`src/rtl/grf_wb_arbiter.sv`:
```
// Write-port arbiter for the 32x32 GRF: merges the in-order W stage (port 0) with a
// FIFO-buffered long-latency writeback (port 1) and exports a pending-write scoreboard.
module grf_wb_arbiter #(
    parameter int DEPTH        = 4,
    parameter int STARVE_LIMIT = 3
) (
    input  logic                   clk,
    input  logic                   reset,
    input  logic                   p0_valid,
    input  logic [4:0]             p0_addr,
    input  logic [31:0]            p0_data,
    input  logic [31:0]            p0_pc,
    output logic                   p0_ready,
    input  logic                   p1_valid,
    input  logic [4:0]             p1_addr,
    input  logic [31:0]            p1_data,
    input  logic [31:0]            p1_pc,
    output logic                   p1_ready,
    output logic                   grf_we,
    output logic [4:0]             grf_a3,
    output logic [31:0]            grf_wd,
    output logic [31:0]            grf_pc,
    output logic [31:0]            pending,
    output logic [$clog2(DEPTH):0] fifo_count
);

    localparam int AW = $clog2(DEPTH);
    localparam int CW = AW + 1;
    localparam int WW = $clog2(STARVE_LIMIT + 1);
    localparam logic [CW-1:0] DEPTH_C = CW'(DEPTH);
    localparam logic [WW-1:0] LIMIT_C = WW'(STARVE_LIMIT);

    typedef enum logic [1:0] {
        SRC_NONE,
        SRC_P0,
        SRC_HEAD
    } src_e;

    logic [4:0]    mem_addr [DEPTH];
    logic [31:0]   mem_data [DEPTH];
    logic [31:0]   mem_pc   [DEPTH];
    logic [AW-1:0] rd_ptr;
    logic [AW-1:0] wr_ptr;
    logic [CW-1:0] count;
    logic [WW-1:0] wait_cnt;
    logic          empty;
    logic          full;
    logic          force_head;
    logic          push;
    logic          pop;
    src_e          src;

    assign empty      = (count == '0);
    assign full       = (count == DEPTH_C);
    assign force_head = (wait_cnt >= LIMIT_C) && !empty;
    assign p0_ready   = !reset && !force_head;
    assign p1_ready   = !reset && !full;
    assign push       = p1_valid && p1_ready;
    assign pop        = (src == SRC_HEAD);
    assign fifo_count = count;

    // NOTE: every signal written in always_comb gets a default first so no latch is inferred.
    always_comb begin
        src = SRC_NONE;
        if (force_head)    src = SRC_HEAD;
        else if (p0_valid) src = SRC_P0;
        else if (!empty)   src = SRC_HEAD;
    end

    // NOTE: storage is not reset; the pointers and count alone decide which slots are valid.
    always_ff @(posedge clk) begin
        if (push) begin
            mem_addr[wr_ptr] <= p1_addr;
            mem_data[wr_ptr] <= p1_data;
            mem_pc[wr_ptr]   <= p1_pc;
        end
    end

    // NOTE: sequential state uses non-blocking assignments so every flop samples pre-edge values.
    always_ff @(posedge clk) begin
        if (reset) begin
            rd_ptr <= '0;
            wr_ptr <= '0;
            count  <= '0;
        end else begin
            if (push) wr_ptr <= wr_ptr + AW'(1);
            if (pop)  rd_ptr <= rd_ptr + AW'(1);
            case ({push, pop})
                2'b10:   count <= count + CW'(1);
                2'b01:   count <= count - CW'(1);
                default: count <= count;
            endcase
        end
    end

    // Counts how long the current head has been passed over by port 0.
    always_ff @(posedge clk) begin
        if (reset || empty || pop) begin
            wait_cnt <= '0;
        end else if (wait_cnt != LIMIT_C) begin
            wait_cnt <= wait_cnt + WW'(1);
        end
    end

    always_ff @(posedge clk) begin
        if (reset) begin
            grf_we <= 1'b0;
            grf_a3 <= '0;
            grf_wd <= '0;
            grf_pc <= '0;
        end else begin
            case (src)
                SRC_HEAD: begin
                    grf_we <= 1'b1;
                    grf_a3 <= mem_addr[rd_ptr];
                    grf_wd <= mem_data[rd_ptr];
                    grf_pc <= mem_pc[rd_ptr];
                end
                SRC_P0: begin
                    grf_we <= 1'b1;
                    grf_a3 <= p0_addr;
                    grf_wd <= p0_data;
                    grf_pc <= p0_pc;
                end
                default: grf_we <= 1'b0;
            endcase
        end
    end

    // A slot is live when its distance from the read pointer is below the entry count.
    logic [AW-1:0] slot_off;
    logic [AW-1:0] slot_idx;

    always_comb begin
        pending  = '0;
        slot_off = '0;
        slot_idx = '0;
        for (int i = 0; i < DEPTH; i++) begin
            slot_idx = AW'(i);
            slot_off = slot_idx - rd_ptr;
            if ({1'b0, slot_off} < count) pending[mem_addr[slot_idx]] = 1'b1;
        end
        if (grf_we) pending[grf_a3] = 1'b1;
        pending[0] = 1'b0;
    end

endmodule

```
`config.mk`:
```
export PLATFORM = sky130hd
export DESIGN_NAME = grf_wb_arbiter
export DESIGN_NICKNAME = d
export VERILOG_FILES = /design/src/rtl/grf_wb_arbiter.sv
export SDC_FILE = /design/constraint.sdc
export NUM_CORES = 1
export LEC_CHECK = 0
export ABC_AREA = 1
export ABC_CLOCK_PERIOD_IN_PS = 6000
export CORE_ASPECT_RATIO = 2
export CORE_MARGIN = 1
export CORE_UTILIZATION = 45
export CTS_BUF_LIST = sky130_fd_sc_hd__clkbuf_8 sky130_fd_sc_hd__clkbuf_16
export DETAILED_ROUTE_END_ITERATION = 10
export MAX_ROUTING_LAYER = met4
export PLACE_DENSITY = 0.71
export SYNTH_ARGS = -nofsm -noshare
export SYNTH_HDL_FRONTEND = slang
export SYNTH_SLANG_ARGS = --single-unit
```
`constraint.sdc`:
```
create_clock -name clk -period 6 [get_ports clk]
set_input_delay 0.6 -clock clk [delete_from_list [all_inputs] [get_ports clk]]
set_output_delay 0.6 -clock clk [all_outputs]
set_load 0.02 [all_outputs]
```
---- Word-level counts from Yosys, hierarchy flattened ----
Memory sizes are Yosys's and may differ from the RTL's. A register that Yosys moved wholly into a read port is not among the register bits.
Index checks and enable logic that the tools add are counted.
storage, ports and cells
  input bits .............................. 142
  memories ................................ 3
  bits in registers ....................... 79
  bits in writable memories ............... 276
  bits in read-only memories .............. 0
  latch bits .............................. 0
  output and inout bits ................... 107
operators by class
  $mul .................................... 0
  order comparisons ....................... 15
  shift operators ......................... 0
  reductions and logical operators ........ 19
  muxes and demuxes ....................... 31
  bitwise logic cells ..................... 4
  add/sub/neg operators ................... 9
  equal/unequal tests ..................... 6
  divide/modulo/power cells ............... 0
memories
  name      depth  width  rd ports  clocked after Yosys merged registers in  write ports  RTL line  text
  mem_data  4      32     1         1                                        1            40        logic [31:0] mem_data [DEPTH];
  mem_pc    4      32     1         1                                        1            41        logic [31:0] mem_pc [DEPTH];
  mem_addr  4      5      5         1                                        1            39        logic [4:0] mem_addr [DEPTH];
operators by type and width
  kind                                                                                  number
  32-bit 2-to-1 mux                                                                     5
  32-bit bitwise OR                                                                     4
  32-bit case mux with 2 select lines                                                   2
  5-bit by 6-bit less-than comparator with 1-bit output (second input constant)         5
  1-bit demux with 5-bit select                                                         5
  5-bit by 1-bit greater-or-equal comparator with 1-bit output (second input constant)  5
  2-bit 2-to-1 mux                                                                      9
  2-bit by 3-bit less-than comparator with 1-bit output                                 4
  5-bit case mux with 2 select lines                                                    1
  1-bit logical AND                                                                     9
  1-bit 2-to-1 mux                                                                      8
  2-bit by 1-bit adder with 2-bit output (second input constant)                        3
  3-bit case mux with 2 select lines                                                    1
  2-bit by 1-bit equality test with 1-bit output (second input constant)                2
  2-bit equality test (second input constant)                                           2
  1-bit zero test                                                                       4
  2-bit nonzero test                                                                    2
  1-bit by 2-bit subtractor with 2-bit output (first input constant)                    2
  2-bit subtractor (first input constant)                                               2
  3-bit by 1-bit adder with 3-bit output (second input constant)                        1
  3-bit equality test (second input constant)                                           1
  3-bit zero test                                                                       1
  3-bit by 1-bit subtractor with 3-bit output (second input constant)                   1
  2-bit greater-or-equal comparator (second input constant)                             1
  3 further kinds                                                                       4

---- Logic depth before layout (Yosys ltp) ----
An unclocked memory read counts as a cell.
  depth after elaboration ................. 14
  mapped depth ............................ 12

---- Worst setup path before layout ----
No wires, ideal clock.
  kind .................................... input port to flip-flop
  from .................................... input reset
  to ...................................... memory mem_addr[0][0], enable pin
  path slack .............................. 1.570 ns
  buffers on the path ..................... 1
  stages on the path ...................... 4
  setup time .............................. 0.497 ns
  required time ........................... 5.503 ns
  data arrival time ....................... 3.933 ns
  cell sequence ........................... buf_2 -> inv_2 -> nand3_1 -> nor2_1
on the way
  longest elaborated chain between the ends .. 5
RTL lines
  what                                    RTL line  text
  start, declared                         8         input logic reset,
  1-bit zero test                         57        assign p1_ready = !reset && !full;
  1-bit logical AND                       57
  1-bit logical AND                       58        assign push = p1_valid && p1_ready;
  1-bit 2-to-1 mux                        72        if (push) begin
  1-bit 2-to-1 mux (not written as such)  73        mem_addr[wr_ptr] <= p1_addr;
  end, declared                           39
No other way between the ends.

---- Worst setup path in the final report ----
  from .................................... register count[1], in the netlist fifo_count[1]
  to ...................................... output pending[20]
on the way
  longest elaborated chain between the ends .. 10
RTL lines
  what                                                   RTL line  text
  start, declared                                        44        logic [CW-1:0] count;
  start signal, assigned                                 89        2'b10: count <= count + CW'(1);
  start signal, assigned                                 90        2'b01: count <= count - CW'(1);
  start signal, assigned                                 91        default: count <= count;
  2-bit by 3-bit less-than comparator with 1-bit output  141       if ({1'b0, slot_off} < count) pending[mem_addr[slot_idx]] = 1'b1;
  32-bit 2-to-1 mux                                      141
  32-bit bitwise OR (no source line)                     n/a
  32-bit 2-to-1 mux                                      141
  32-bit bitwise OR (no source line)                     n/a
  32-bit 2-to-1 mux                                      141
  32-bit bitwise OR (no source line)                     n/a
  32-bit 2-to-1 mux (*)                                  141
  32-bit bitwise OR (no source line)                     n/a
  32-bit 2-to-1 mux (*)                                  143       if (grf_we) pending[grf_a3] = 1'b1;
  end, declared                                          23        output logic [31:0] pending,
Mark *: on every way between the ends. The rest lies on a longest branch, timed or not.

==> results.sh <==
export IMPL_synth_top_area_cell="edfxtp_1"
export IMPL_critical_path_max_stage_delay_ns=0.57
export IMPL_synth_area_leaders="edfxtp_1, nand2_1, dfxtp_1"
export IMPL_tightest_slew_ns=1.19
export IMPL_crit_arrival_ns=3.49
export IMPL_startpoint="fifo_count[1]"
export IMPL_cp_end_kind="primary output"
export IMPL_ys_seq_area_share_pct=62.4
export IMPL_fill_cells=3021
export IMPL_drt_vias_per_instance=5.42
export IMPL_grt_antenna_before_repair=8
export IMPL_power_uw=5870
export IMPL_r2r_end="grf_pc[7]"
export IMPL_grt_pass1_vias=12700
export IMPL_start_util_pct=45.6
export IMPL_min_from="grf_pc[8]"
export IMPL_clkPwrFrac_pct=32.1
export IMPL_fin_worst_skew_ns=0.0110
export IMPL_finalHoldViolations=0
export IMPL_rrSetupSlack_ns=2.46
export IMPL_post_drt_wl_per_cell_microns=20.5
export IMPL_ant_nets=0
export IMPL_hpwlAfterDp_microns=34200
export IMPL_hold_buffers=0
export IMPL_track_usage_pct=27.9
export IMPL_combPwrFrac_pct=18.4
export IMPL_layout_drive_gt1_share_pct=4.19
export IMPL_p_leak_uw=0.00744
export IMPL_fin_ws_ns=1.91
export IMPL_min_to="grf_pc[8]"
export IMPL_slew_viol_final=0
export IMPL_final_setup_tns_ns=0
export IMPL_crit_fanout=12
export IMPL_p_sw_uw=1630
export IMPL_switching_share_pct=27.8
export IMPL_holdPathStages=2
export IMPL_power_frac_seq_pct=49.6
export IMPL_cts_tree="yes"
export IMPL_ios=249
export IMPL_postCtsSetupBuffers=0
export IMPL_port_buffers=247
export IMPL_startpoint_type="register"
export IMPL_p_per_area_mw_per_mm2=299
export IMPL_grt_max_degree=86
export IMPL_fmax_mhz=245
export IMPL_syn_avg_cell_area_sq_um=9.31
export IMPL_r2r_start="fifo_count[0]"
export IMPL_remaining_drc_errors=0
export IMPL_place_inst=2324
export IMPL_num_rows=97
export IMPL_drtIter0Drc=743
export IMPL_die_y_microns=268
export IMPL_instances_no_fill=2384
export IMPL_hp_class="reg2reg"
export IMPL_cts_htree_levels=1
export IMPL_grt_util_met3_pct=2.97
export IMPL_synth_cells=1704
export IMPL_post_route_period_util_pct=68.1
export IMPL_internal_power_uw=4240
export IMPL_clock_latency_ns=0.55
export IMPL_slew_headroom_pct=20.9
export IMPL_status="finished, final reports clean"
export IMPL_pre_cts_ws_ns=1.84
export IMPL_finalCriticalPeriod_ns=4.09
export IMPL_gp_congestion=1.05
export IMPL_routed_wl_microns=48900
export IMPL_grt_first_pass_wirelength_microns=72400
export IMPL_cts_resized=0
export IMPL_crit_chain="inv_1, ha_1, inv_1, nor2_1, nand2_1, nand2_1, o21ai_0, nor2_1, nand2_1, clkdlybuf4s50_1"
export IMPL_syn_area_sq_mm=0.0159
export IMPL_dr_pass1_iters=6
export IMPL_rsz0062_at_grt="no"
export IMPL_synth_cell_type_count=35
export IMPL_grt_busiest_layer="met2"
export IMPL_path_clk_slew_ns=0.07
export IMPL_crit_top_cell="nand2_1"
export IMPL_dieArea_sq_mm=0.0361
export IMPL_cts_sinks=357
export IMPL_ys_seq_elements=357
export IMPL_numCtsBuffers=28
export IMPL_vias=12900
export IMPL_critical_path_class="reg2out"
export IMPL_grt_overflow=0
export IMPL_grtUsageMet2_pct=52.0
export IMPL_nets=2064
export IMPL_cp_required_ns=5.40
export IMPL_cap_violations=0
export IMPL_cts_path_max_buffers=3
export IMPL_root_buffer="clkbuf_16"
export IMPL_setup_violations=0
export IMPL_yosysTopAreaCellShare_pct=52.2
export IMPL_grt_use_met1_pct=27.0
export IMPL_crit_slowest_cell="clkdlybuf4s50_1"
export IMPL_reg2regPathDepth=8
export IMPL_synth_nets=1859
export IMPL_area_delta_synth_final_pct=23.7
export IMPL_ir_drop_v=0.000276
export IMPL_die_w_microns=135
export IMPL_ys_warn_count=0
export IMPL_core_area_sq_mm=0.0348
[per-stage QoR]
stage / area [sq um] / hold WS (ns) / util [%]
final: 19600 / 0.455 / 56.4
after global routing: 19600 / 0.470 / 56.4
after CTS: 19600 / 0.459 / 56.3
after detailed placement: 18700 / 0.440 / 53.6
after global placement: 18700 / 0.441 / 53.6
after floorplan: 15900 / 0.446 / -
[placed cells by master (no fill, tap or decap), types with 4 or more instances in the layout]
master | synthesis | final
nand2_1 | 530 | 530
edfxtp_1 | 276 | 276
clkdlybuf4s50_1 | 0 | 247
nand3_1 | 209 | 209
nor2_1 | 209 | 204
o21ai_0 | 83 | 83
dfxtp_1 | 81 | 79
a21oi_1 | 78 | 78
inv_1 | 51 | 57
a21o_1 | 33 | 33
clkbuf_16 | 0 | 30
nor3_1 | 18 | 18
buf_4 | 2 | 15
ha_1 | 12 | 12
diode_2 | 0 | 8
inv_2 | 6 | 5
nor2_4 | 0 | 5
clkinvlp_4 | 0 | 5
o21a_1 | 4 | 4
o21ai_1 | 4 | 4
[how the worst max path moves through the flow]
| stage | end | slack (ns) | cells after the start |
|---|---|---|---|
| final | pending[20] | 1.91 | 10 |
| after global routing | pending[20] | 1.60 | 10 |
| after CTS | pending[20] | 2.08 | 10 |
| after detailed placement | mem_data[3][26] | 1.84 | 5 |
| after global placement | mem_pc[3][23] | 1.91 | 5 |
| after floorplan | mem_addr[0][0] | 1.57 | 4 |
[cell families after synthesis]
family                   after synthesis  share of synthesized area, %
AO/OA/AOI/OAI                        205                          7.14
XOR/XNOR                               2                         0.110
AND/OR/NAND/NOR                      980                          25.3
buffers and inverters                146                          3.94
other                                  1                        0.0236
flip-flops                           357                          62.4
adder cells (fa/ha/maj)               13                          1.07
[synth_stat cells]
master,n
a21o_1,33
a21oi_1,78
a21oi_4,1
a31oi_1,1
and2_1,2
buf_1,1
buf_2,48
buf_4,2
buf_6,1
clkbuf_1,34
clkbuf_2,2
clkinv_1,1
conb_1,1
dfxtp_1,81
edfxtp_1,276
fa_1,1
ha_1,12
inv_1,51
inv_2,6
nand2_1,530
nand2_2,3
nand2_4,1
nand3_1,209
nand3b_1,3
nand4_1,2
nor2_1,209
nor2_2,1
nor3_1,18
nor3_2,1
nor3b_1,1
o211ai_1,1
o21a_1,4
o21ai_0,83
o21ai_1,4
xor2_1,2
[worst max-delay path: cells and delay by family (launching register included)]
kind,cells,cell delay (ns)
simple gates,5,1.31
buf+inv,3,0.77
flops,1,0.39
fa+ha+maj,1,0.32
compound gates,1,0.15
[cell type report]
class                           count  area [sq um]  area share (%)
Multi-Input combinational cell   1201          5370            27.4
Timing Repair Buffer              263          2610            13.3
Inverter                           58           221            1.13
Tap cell                          445           557            2.84
Sequential cell                   357          9910            50.5
Antenna cell                        8          20.0           0.102
Clock inverter                     20           169           0.860
Clock buffer                       32           778            3.96
[layer usage]
layer | wire (microns) | part of all wire [%]
met1 | 16400 | 33
met2 | 27200 | 56
met3 | 2450 | 5.0
met4 | 2950 | 6.0
met5 | 0 | 0
[power by group through the flow]
stage	clock network (uW)	logic (uW)	registers (uW)
after floorplan	0	501	3030
after global placement	0	1060	2960
after detailed placement	0	1080	2960
after CTS	1910	1080	2910
after global routing	2000	1170	2920
final	1880	1080	2910
[registers in the layout (all words and copies together), names as in the netlist, named ones only]
register    count
mem_addr       20
grf_a3          5
grf_we          1
fifo_count      3
mem_data      128
rd_ptr          2
grf_pc         32
wr_ptr          2
mem_pc        128
wait_cnt        2
grf_wd         32
Power figures use the tool's default switching activity.
